$ cat config.mk
export PLATFORM = sky130hd
export DESIGN_NAME = ika87ad_irq_ctrl
export DESIGN_NICKNAME = d
export VERILOG_FILES = /design/src/rtl/ika87ad_irq_ctrl.sv
export SDC_FILE = /design/constraint.sdc
export NUM_CORES = 1
export LEC_CHECK = 0
export BUFFER_PORTS_ARGS = -buffer_cell sky130_fd_sc_hd__buf_2
export CAP_MARGIN = 20
export CORE_MARGIN = 2
export CORE_UTILIZATION = 40
export DETAILED_ROUTE_END_ITERATION = 8
export PLACE_DENSITY = 0.68
export SYNTH_ARGS = -nofsm -noshare
export SYNTH_HDL_FRONTEND = slang
export SYNTH_SLANG_ARGS = --single-unit
$ cat constraint.sdc
create_clock -name i_EMUCLK -period 2.6 [get_ports i_EMUCLK]
set_input_delay 0.13 -clock i_EMUCLK [delete_from_list [all_inputs] [get_ports i_EMUCLK]]
set_output_delay 0.13 -clock i_EMUCLK [all_outputs]
set_load 0.02 [all_outputs]
$ cat src/rtl/ika87ad_irq_ctrl.sv
// Interrupt priority controller for the IKA87AD core: latches request pulses,
// gates them with mask/IE, and presents the winning vector to the sequencer.
module ika87ad_irq_ctrl #(
  parameter int NSRC = 11
) (
  input  logic            i_EMUCLK,
  input  logic            i_MRST_n,
  input  logic [NSRC-1:0] i_IRQ_PULSE,
  input  logic [NSRC-1:1] i_MASK,
  input  logic            i_EI_STB,
  input  logic            i_DI_STB,
  input  logic            i_IRQ_ACK,
  input  logic            i_SKIT_STB,
  input  logic [3:0]      i_SKIT_CODE,
  output logic            o_IRQ_REQ,
  output logic [15:0]     o_VECTOR,
  output logic [3:0]      o_IRQ_CODE,
  output logic            o_SKIT_HIT,
  output logic            o_IE,
  output logic [NSRC-1:0] o_FLAGS
);

  typedef enum logic [1:0] {IDLE, PEND, ACKD} state_t;

  state_t            state, state_next;
  logic [NSRC-1:0]   flags, flags_next;
  logic              ie, ie_next;
  logic              req_next, skit_hit_next;
  logic [15:0]       vector_next;
  logic [3:0]        code_next;

  logic [NSRC-1:0]   elig, multi, ack_clr, skit_clr, clr;
  logic [3:0]        sel;
  logic              any_elig, ack_take, skit_valid;

  // Group g (1..5) owns sources 2g-1 and 2g; vector is g*8, NMI sits at 4.
  function automatic logic [15:0] vec_of(input logic [3:0] code);
    logic [3:0] grp;
    grp = (code + 4'd1) >> 1;
    if (code == 4'd0) return 16'h0004;
    return {9'd0, grp, 3'b000};
  endfunction

  // NMI bypasses both mask and IE.
  assign elig     = flags & {~i_MASK & {(NSRC-1){ie}}, 1'b1};
  assign any_elig = |elig;

  // NOTE: every variable driven here gets a default first so no latch is inferred.
  always_comb begin
    sel = '0;
    for (int i = NSRC - 1; i >= 0; i--) begin
      if (elig[i]) sel = 4'(i);
    end
  end

  always_comb begin
    multi = '0;
    for (int g = 1; 2 * g < NSRC; g++) begin
      multi[2*g-1] = ~i_MASK[2*g-1] & ~i_MASK[2*g];
      multi[2*g]   = ~i_MASK[2*g-1] & ~i_MASK[2*g];
    end
  end

  // A shared-vector group with both members live leaves flag clearing to SKIT.
  always_comb begin
    ack_clr = '0;
    for (int i = 0; i < NSRC; i++) begin
      if (o_IRQ_CODE == 4'(i) && !multi[i]) ack_clr[i] = 1'b1;
    end
  end

  assign skit_valid = i_SKIT_STB && (i_SKIT_CODE != 4'd0) && (i_SKIT_CODE <= 4'(NSRC - 1));

  always_comb begin
    skit_clr = '0;
    for (int i = 1; i < NSRC; i++) begin
      if (skit_valid && i_SKIT_CODE == 4'(i)) skit_clr[i] = 1'b1;
    end
  end

  always_comb begin
    state_next  = state;
    req_next    = o_IRQ_REQ;
    vector_next = o_VECTOR;
    code_next   = o_IRQ_CODE;
    ack_take    = 1'b0;
    unique case (state)
      IDLE: begin
        if (any_elig) begin
          state_next  = PEND;
          req_next    = 1'b1;
          vector_next = vec_of(sel);
          code_next   = sel;
        end
      end
      PEND: begin
        if (i_IRQ_ACK) begin
          ack_take   = 1'b1;
          state_next = ACKD;
          req_next   = 1'b0;
        end else if (!any_elig) begin
          state_next = IDLE;
          req_next   = 1'b0;
        end else begin
          vector_next = vec_of(sel);
          code_next   = sel;
        end
      end
      ACKD:    state_next = IDLE;
      default: begin
        state_next = IDLE;
        req_next   = 1'b0;
      end
    endcase
  end

  // Sets are applied after clears so a same-cycle pulse always survives.
  always_comb begin
    clr        = skit_clr | (ack_take ? ack_clr : '0);
    flags_next = (flags & ~clr) | i_IRQ_PULSE;

    ie_next = ie;
    if (ack_take || i_DI_STB) ie_next = 1'b0;
    else if (i_EI_STB)        ie_next = 1'b1;

    skit_hit_next = o_SKIT_HIT;
    if (i_SKIT_STB) skit_hit_next = |(flags & skit_clr);
  end

  // NOTE: sequential state uses non-blocking assignments so every register samples pre-edge values.
  always_ff @(posedge i_EMUCLK or negedge i_MRST_n) begin
    if (!i_MRST_n) begin
      state      <= IDLE;
      flags      <= '0;
      ie         <= 1'b0;
      o_IRQ_REQ  <= 1'b0;
      o_VECTOR   <= 16'h0000;
      o_IRQ_CODE <= 4'd0;
      o_SKIT_HIT <= 1'b0;
    end else begin
      state      <= state_next;
      flags      <= flags_next;
      ie         <= ie_next;
      o_IRQ_REQ  <= req_next;
      o_VECTOR   <= vector_next;
      o_IRQ_CODE <= code_next;
      o_SKIT_HIT <= skit_hit_next;
    end
  end

  assign o_IE    = ie;
  assign o_FLAGS = flags;

endmodule

Yosys cells after proc, flatten, opt, wreduce, memory -nomap -nowiden
Cells that the tools add are included.
- flip-flop bits (word level): 36
- order comparisons: 1
- bitwise logic cells: 24
- mux-type cells: 60
- eq/ne operators: 26
- reductions and logical operators: 40
- $add $sub $neg: 1
- operators by type and width (kind ; count):
    $mux 16 ; 6
    $mux 4 ; 13
    $and 11x11->11 ; 3
    $mux 1 ; 33
    $eq 4x3->1 const B ; 8
    $pmux 16 s2 ; 1
    $eq 4x4->1 const B ; 6
    $logic_and 1x1->1 ; 22
    $or 11x11->11 ; 2
    $reduce_or 11->1 ; 2
    $eq 4x2->1 const B ; 4
    $mux 11 ; 1
    $not 1->1 ; 11
    $not 11->11 ; 1
    $and 10x10->10 ; 1
    $not 10->10 ; 1
    $eq 4x1->1 const B ; 2
    $logic_not 4->1 ; 2
    $pmux 4 s2 ; 1
    $mux 2 ; 3
    $ne 2x2->1 const B ; 3
    $and 1x1->1 ; 5
    $logic_not 1->1 ; 5
    $add 4x1->4 const B ; 1
    13 further kinds ; 15

Logic depth before layout (Yosys ltp)
- depth in word-level cells: 23
- depth in mapped cells: 10
- depth with buffers taken out: 10

Worst setup path after synthesis
No wires, ideal clock.
- kind: reg2reg
- from: register ie, in the netlist o_IE
- to: register o_VECTOR[2]
- buffers on the path: 1
- data arrival time: 1793 ps
- clock period less this slack: 1918 ps
- cell stages (with the launch flop): 10
- setup slack: 682 ps
- cell sequence: dfrtp_1 > clkbuf_1 > o21ai_0 > a21boi_0 > o21ba_2 > inv_1 > ha_1 > inv_1 > nor2_1 > mux2_4
- longest elaborated chain between the ends: 22
- elaborated cells between the ends (all ways): 29
- classes of those cells: eq/ne: 2; mux: 22; bitwise: 2; reduce/logical: 3
- ends and longest elaborated chain (element ; line ; source):
    start, declared ; 27 ; logic ie, ie_next;
    start signal, assigned ; 143 ; ie <= ie_next;
    $and 10x10->10 (*) ; 45 ; assign elig = flags & {~i_MASK & {(NSRC-1){ie}}, 1'b1};
    $and 11x11->11 (*) ; 45 ;
    $mux 4 (9 in series) ; 52 ; if (elig[i]) sel = 4'(i);
    $mux 4 (*) (2 in series) ; 52 ;
    net sel[1] ; 33 ; logic [3:0] sel;
    $logic_not 4->1 (*) ; 40 ; if (code == 4'd0) return 16'h0004;
    $mux 1 (*) ; 40 ;
    $mux 1 (*) ; 89, 101 ;
    $mux 1 ; 97 ; if (i_IRQ_ACK) begin
    $mux 1 ; 87 ; unique case (state)
    $mux 16 ; 41 ; return {9'd0, grp, 3'b000};
    $mux 16 ; 101 ; end else if (!any_elig) begin
    $mux 16 ; 97 ;
    $pmux 16 s2 (*) ; 87 ;
    end signal, assigned ; 145 ; o_VECTOR <= vector_next;
    end, declared ; 16 ; output logic [15:0] o_VECTOR,
Mark *: on every way through the listed nets, which the timed path passes. The rest lies on a longest branch. The select of a mux whose other input is x is not followed.
A chain may end at the register's enable or synchronous reset.

Worst setup path in the final report
- from: register ie, in the netlist o_IE
- to: register o_IRQ_CODE[0]
- longest elaborated chain between the ends: 15
- elaborated cells between the ends (all ways): 16
- classes of those cells: mux: 13; bitwise: 2; reduce/logical: 1
- ends and longest elaborated chain (element ; line ; source):
    $and 10x10->10 (*) ; 45 ;
    $and 11x11->11 (*) ; 45 ;
    $mux 4 (10 in series) ; 52 ;
    $mux 4 (*) ; 89, 101 ;
    $mux 4 ; 97 ;
    $pmux 4 s2 (*) ; 87 ;
    end signal, assigned ; 146 ; o_IRQ_CODE <= code_next;
    end, declared ; 17 ; output logic [3:0] o_IRQ_CODE,
Mark *: on every way between the ends. The rest lies on a longest branch, timed or not. The select of a mux whose other input is x is not followed.

==> out/qor.yml <==
cts_buffer_depth: 2
drv_slew: 0
period_minus_slack_ps: 2040
status: "finished, final reports clean"
grt_use_total_pct: 18.0
vias: 1421
worst_pin_slew_ps: 768
start_util_pct: 40.8
synth_cell_types: 48
synth_common_cells: "dfrtp_1, buf_4, a21oi_1, nor2_1, nor2b_1"
ys_seq_elements: 24
post-route-period-util_pct: 78.6
antenna_cells: 0
top_layer: "met4"
worstPathArrival_ps: 2200
routedWlPerCell_microns: 14.2
clk_pin_slew_worst_paths_ps: 90
antenna_found_initial: 0
ant_nets: 0
final_area_sq_um: 1940
initialDrtViolationCount: 85
synthArstFlopShare_pct: 100
drv_cap: 0
timing.critical_path.to_type: "flip-flop"
numCtsBuffers: 3
die_area_sq_um: 4550
yosysSeqAreaShare_pct: 37.3
clock_latency_ps: 260
hp-class: "in -> reg"
grt_max_degree: 25
syn_avg_cell_area_sq_um: 9.31
p_leak_uw: 0.000868
crit_type: "reg -> reg"
power.sequential.fraction_pct: 39.0
ir_worst_vdd_v: 0.000307
worstPathMaxFanout: 14
clockPowerShare_pct: 25.1
cts.sinks: 24
power-per-cell-area_nw_per_um2: 671
dp_hpwl_mm: 3.11
synthCells: 173
clock-root-buffer: "clkbuf_8"
drc_errors: 0
finalSetupViolations: 0
gp_congestion: 0.845
rsz0062_at_grt: "false"
p_comb_share_pct: 35.9
synth_top_area_share_pct: 37.3
grt-ovfl-total: 0
port_buffers: 52
cp-start-kind: "flip-flop"
htreeDepth: 1
die_y_microns: 67.5
area_growth_pct: 20.4
grt_pass1_wl_mm: 6.17
fmax_mhz: 489
p_int_uw: 839
drt_wl_total_mm: 3.89
fillers: 404
finClkSkew_ps: 4.46
swShare_pct: 35.5
dr.pass1.iters: 4
yosysTopAreaCell: "dfrtp_1"
finalHoldViolCount: 0
switching_power_uw: 462
grt_pass1_vias: 1277
synth_edf_count: 0
max-slew-margin-rel_pct: 48.7
io_pins: 65
cts_tree: "done"
met3WireLength_microns: 240
fin_util_pct: 49.2
met1_length_mm: 1.82
rows: 23
setup_tns_ps: 0
place_area_sq_um: 1860
cp.required_ps: 2760
syn-cell-area_sq_um: 1610
final_nets: 258
synthTopCellsByArea: "dfrtp_1, buf_4, mux2_4"
wl_met2_mm: 1.80
drive_above_1_share_pct: 32.1
synth.most_common_cell: "dfrtp_1"
route.detailed.vias_per_inst: 5.19
die_w_microns: 67.5
synth_ff_type: "dfrtp_1"
yosys_warnings: 0
coreArea_sq_um: 3940
==> metal layers <==
layer | GRT usage, % | vias up
met5 | 0 | -
met4 | 3.57 | 0
met3 | 2.67 | 2
met2 | 29.0 | 46
met1 | 25.7 | 664
li1 | - | 709
==> layout make-up <==
class,count,area (sq um),share of cell area (%)
Multi-Input combinational cell,136,908,46.8
Inverter,7,26.3,1.35
Clock buffer,3,41.3,2.13
Clock inverter,1,30.0,1.55
Sequential cell,24,601,31.0
Tap cell,50,62.6,3.23
Timing Repair Buffer,53,270,13.9
==> critical path, stage by stage (launching register included) <==
cell,delay [ps]
dfrtp_1,590
o21a_1,300
nor4_2,90
nor2b_1,610
mux2_4,350
==> flip-flops by register name, indices dropped and copies added (netlist names) <==
signal      flops
o_VECTOR        4
o_IE            1
o_SKIT_HIT      1
o_IRQ_REQ       1
o_IRQ_CODE      4
o_FLAGS        11
state           2
==> power groups by stage <==
stage	Combinational [uW]	Sequential, uW	Clock (uW)
floorplan	301	561	0
global placement	465	513	0
detailed placement	466	514	0
CTS	470	506	338
global route	513	519	359
finish	468	507	327
==> metrics by stage <==
| step | total power, uW | hold WS, ps | cells | setup slack, ps |
|---|---|---|---|---|
| final | 1300 | 15.1 | 274 | 555 |
| after global routing | 1390 | 3.94 | 274 | 385 |
| after CTS | 1310 | 10.7 | 274 | 550 |
| after detailed placement | 980 | 156 | 269 | 575 |
| after global placement | 978 | 150 | 269 | 604 |
| after floorplan | 863 | -166 | 184 | 682 |
==> cell usage in the layout (no fill, tap or decap), types with 2 or more instances in the layout <==
master and count:
nand3b_1 3, inv_1 7, o21bai_1 3, nor3_1 7
conb_1 12, nand2b_1 10, nand3_1 3, o31ai_1 4
mux2i_1 2, o21ai_0 7, o211ai_1 4, a31o_2 4
nor2b_1 11, nand4b_1 2, nand2_1 6, nor2_1 11
ha_1 2, clkbuf_8 3, o21a_1 3, or2_2 2
buf_2 52, and3b_1 2, a21oi_1 11, dfrtp_1 24
mux2_4 5
==> cell families (layout without fill, tap and decap cells) <==
family                   Yosys count  in the layout  synth area share, %
AND/OR/NAND/NOR                   65             65                 24.3
AO/OA/AOI/OAI                     49             49                 21.1
flip-flops                        24             24                 37.3
buffers and inverters             24             64                 8.86
multiplexers                       8              8                 6.60
adder cells (fa/ha/maj)            2              2                 1.55
other                              1             12                0.233
==> what timing repair did <==
item,4_1_cts,5_1_grt
hold endpoints to repair,24,0
resized for setup,0,0
hold buffers,1,0
buffers inserted,0,0
==> worst paths after layout <==
path | end | slack, ps | depth (start not counted) | start
max in group asynchronous | o_FLAGS[10] | 1840 | 2 | i_MRST_n
setup reg to reg | o_IRQ_CODE[0] | 560 | 4 | o_IE
hold / removal | o_IE | 20 | 2 | i_DI_STB
hold reg to reg | o_SKIT_HIT | 490 | 1 | o_SKIT_HIT
setup / recovery | o_IRQ_CODE[0] | 560 | 4 | o_IE
min in group asynchronous | o_FLAGS[0] | 380 | 2 | i_MRST_n
No activity file was read; power rests on OpenSTA's default activity.
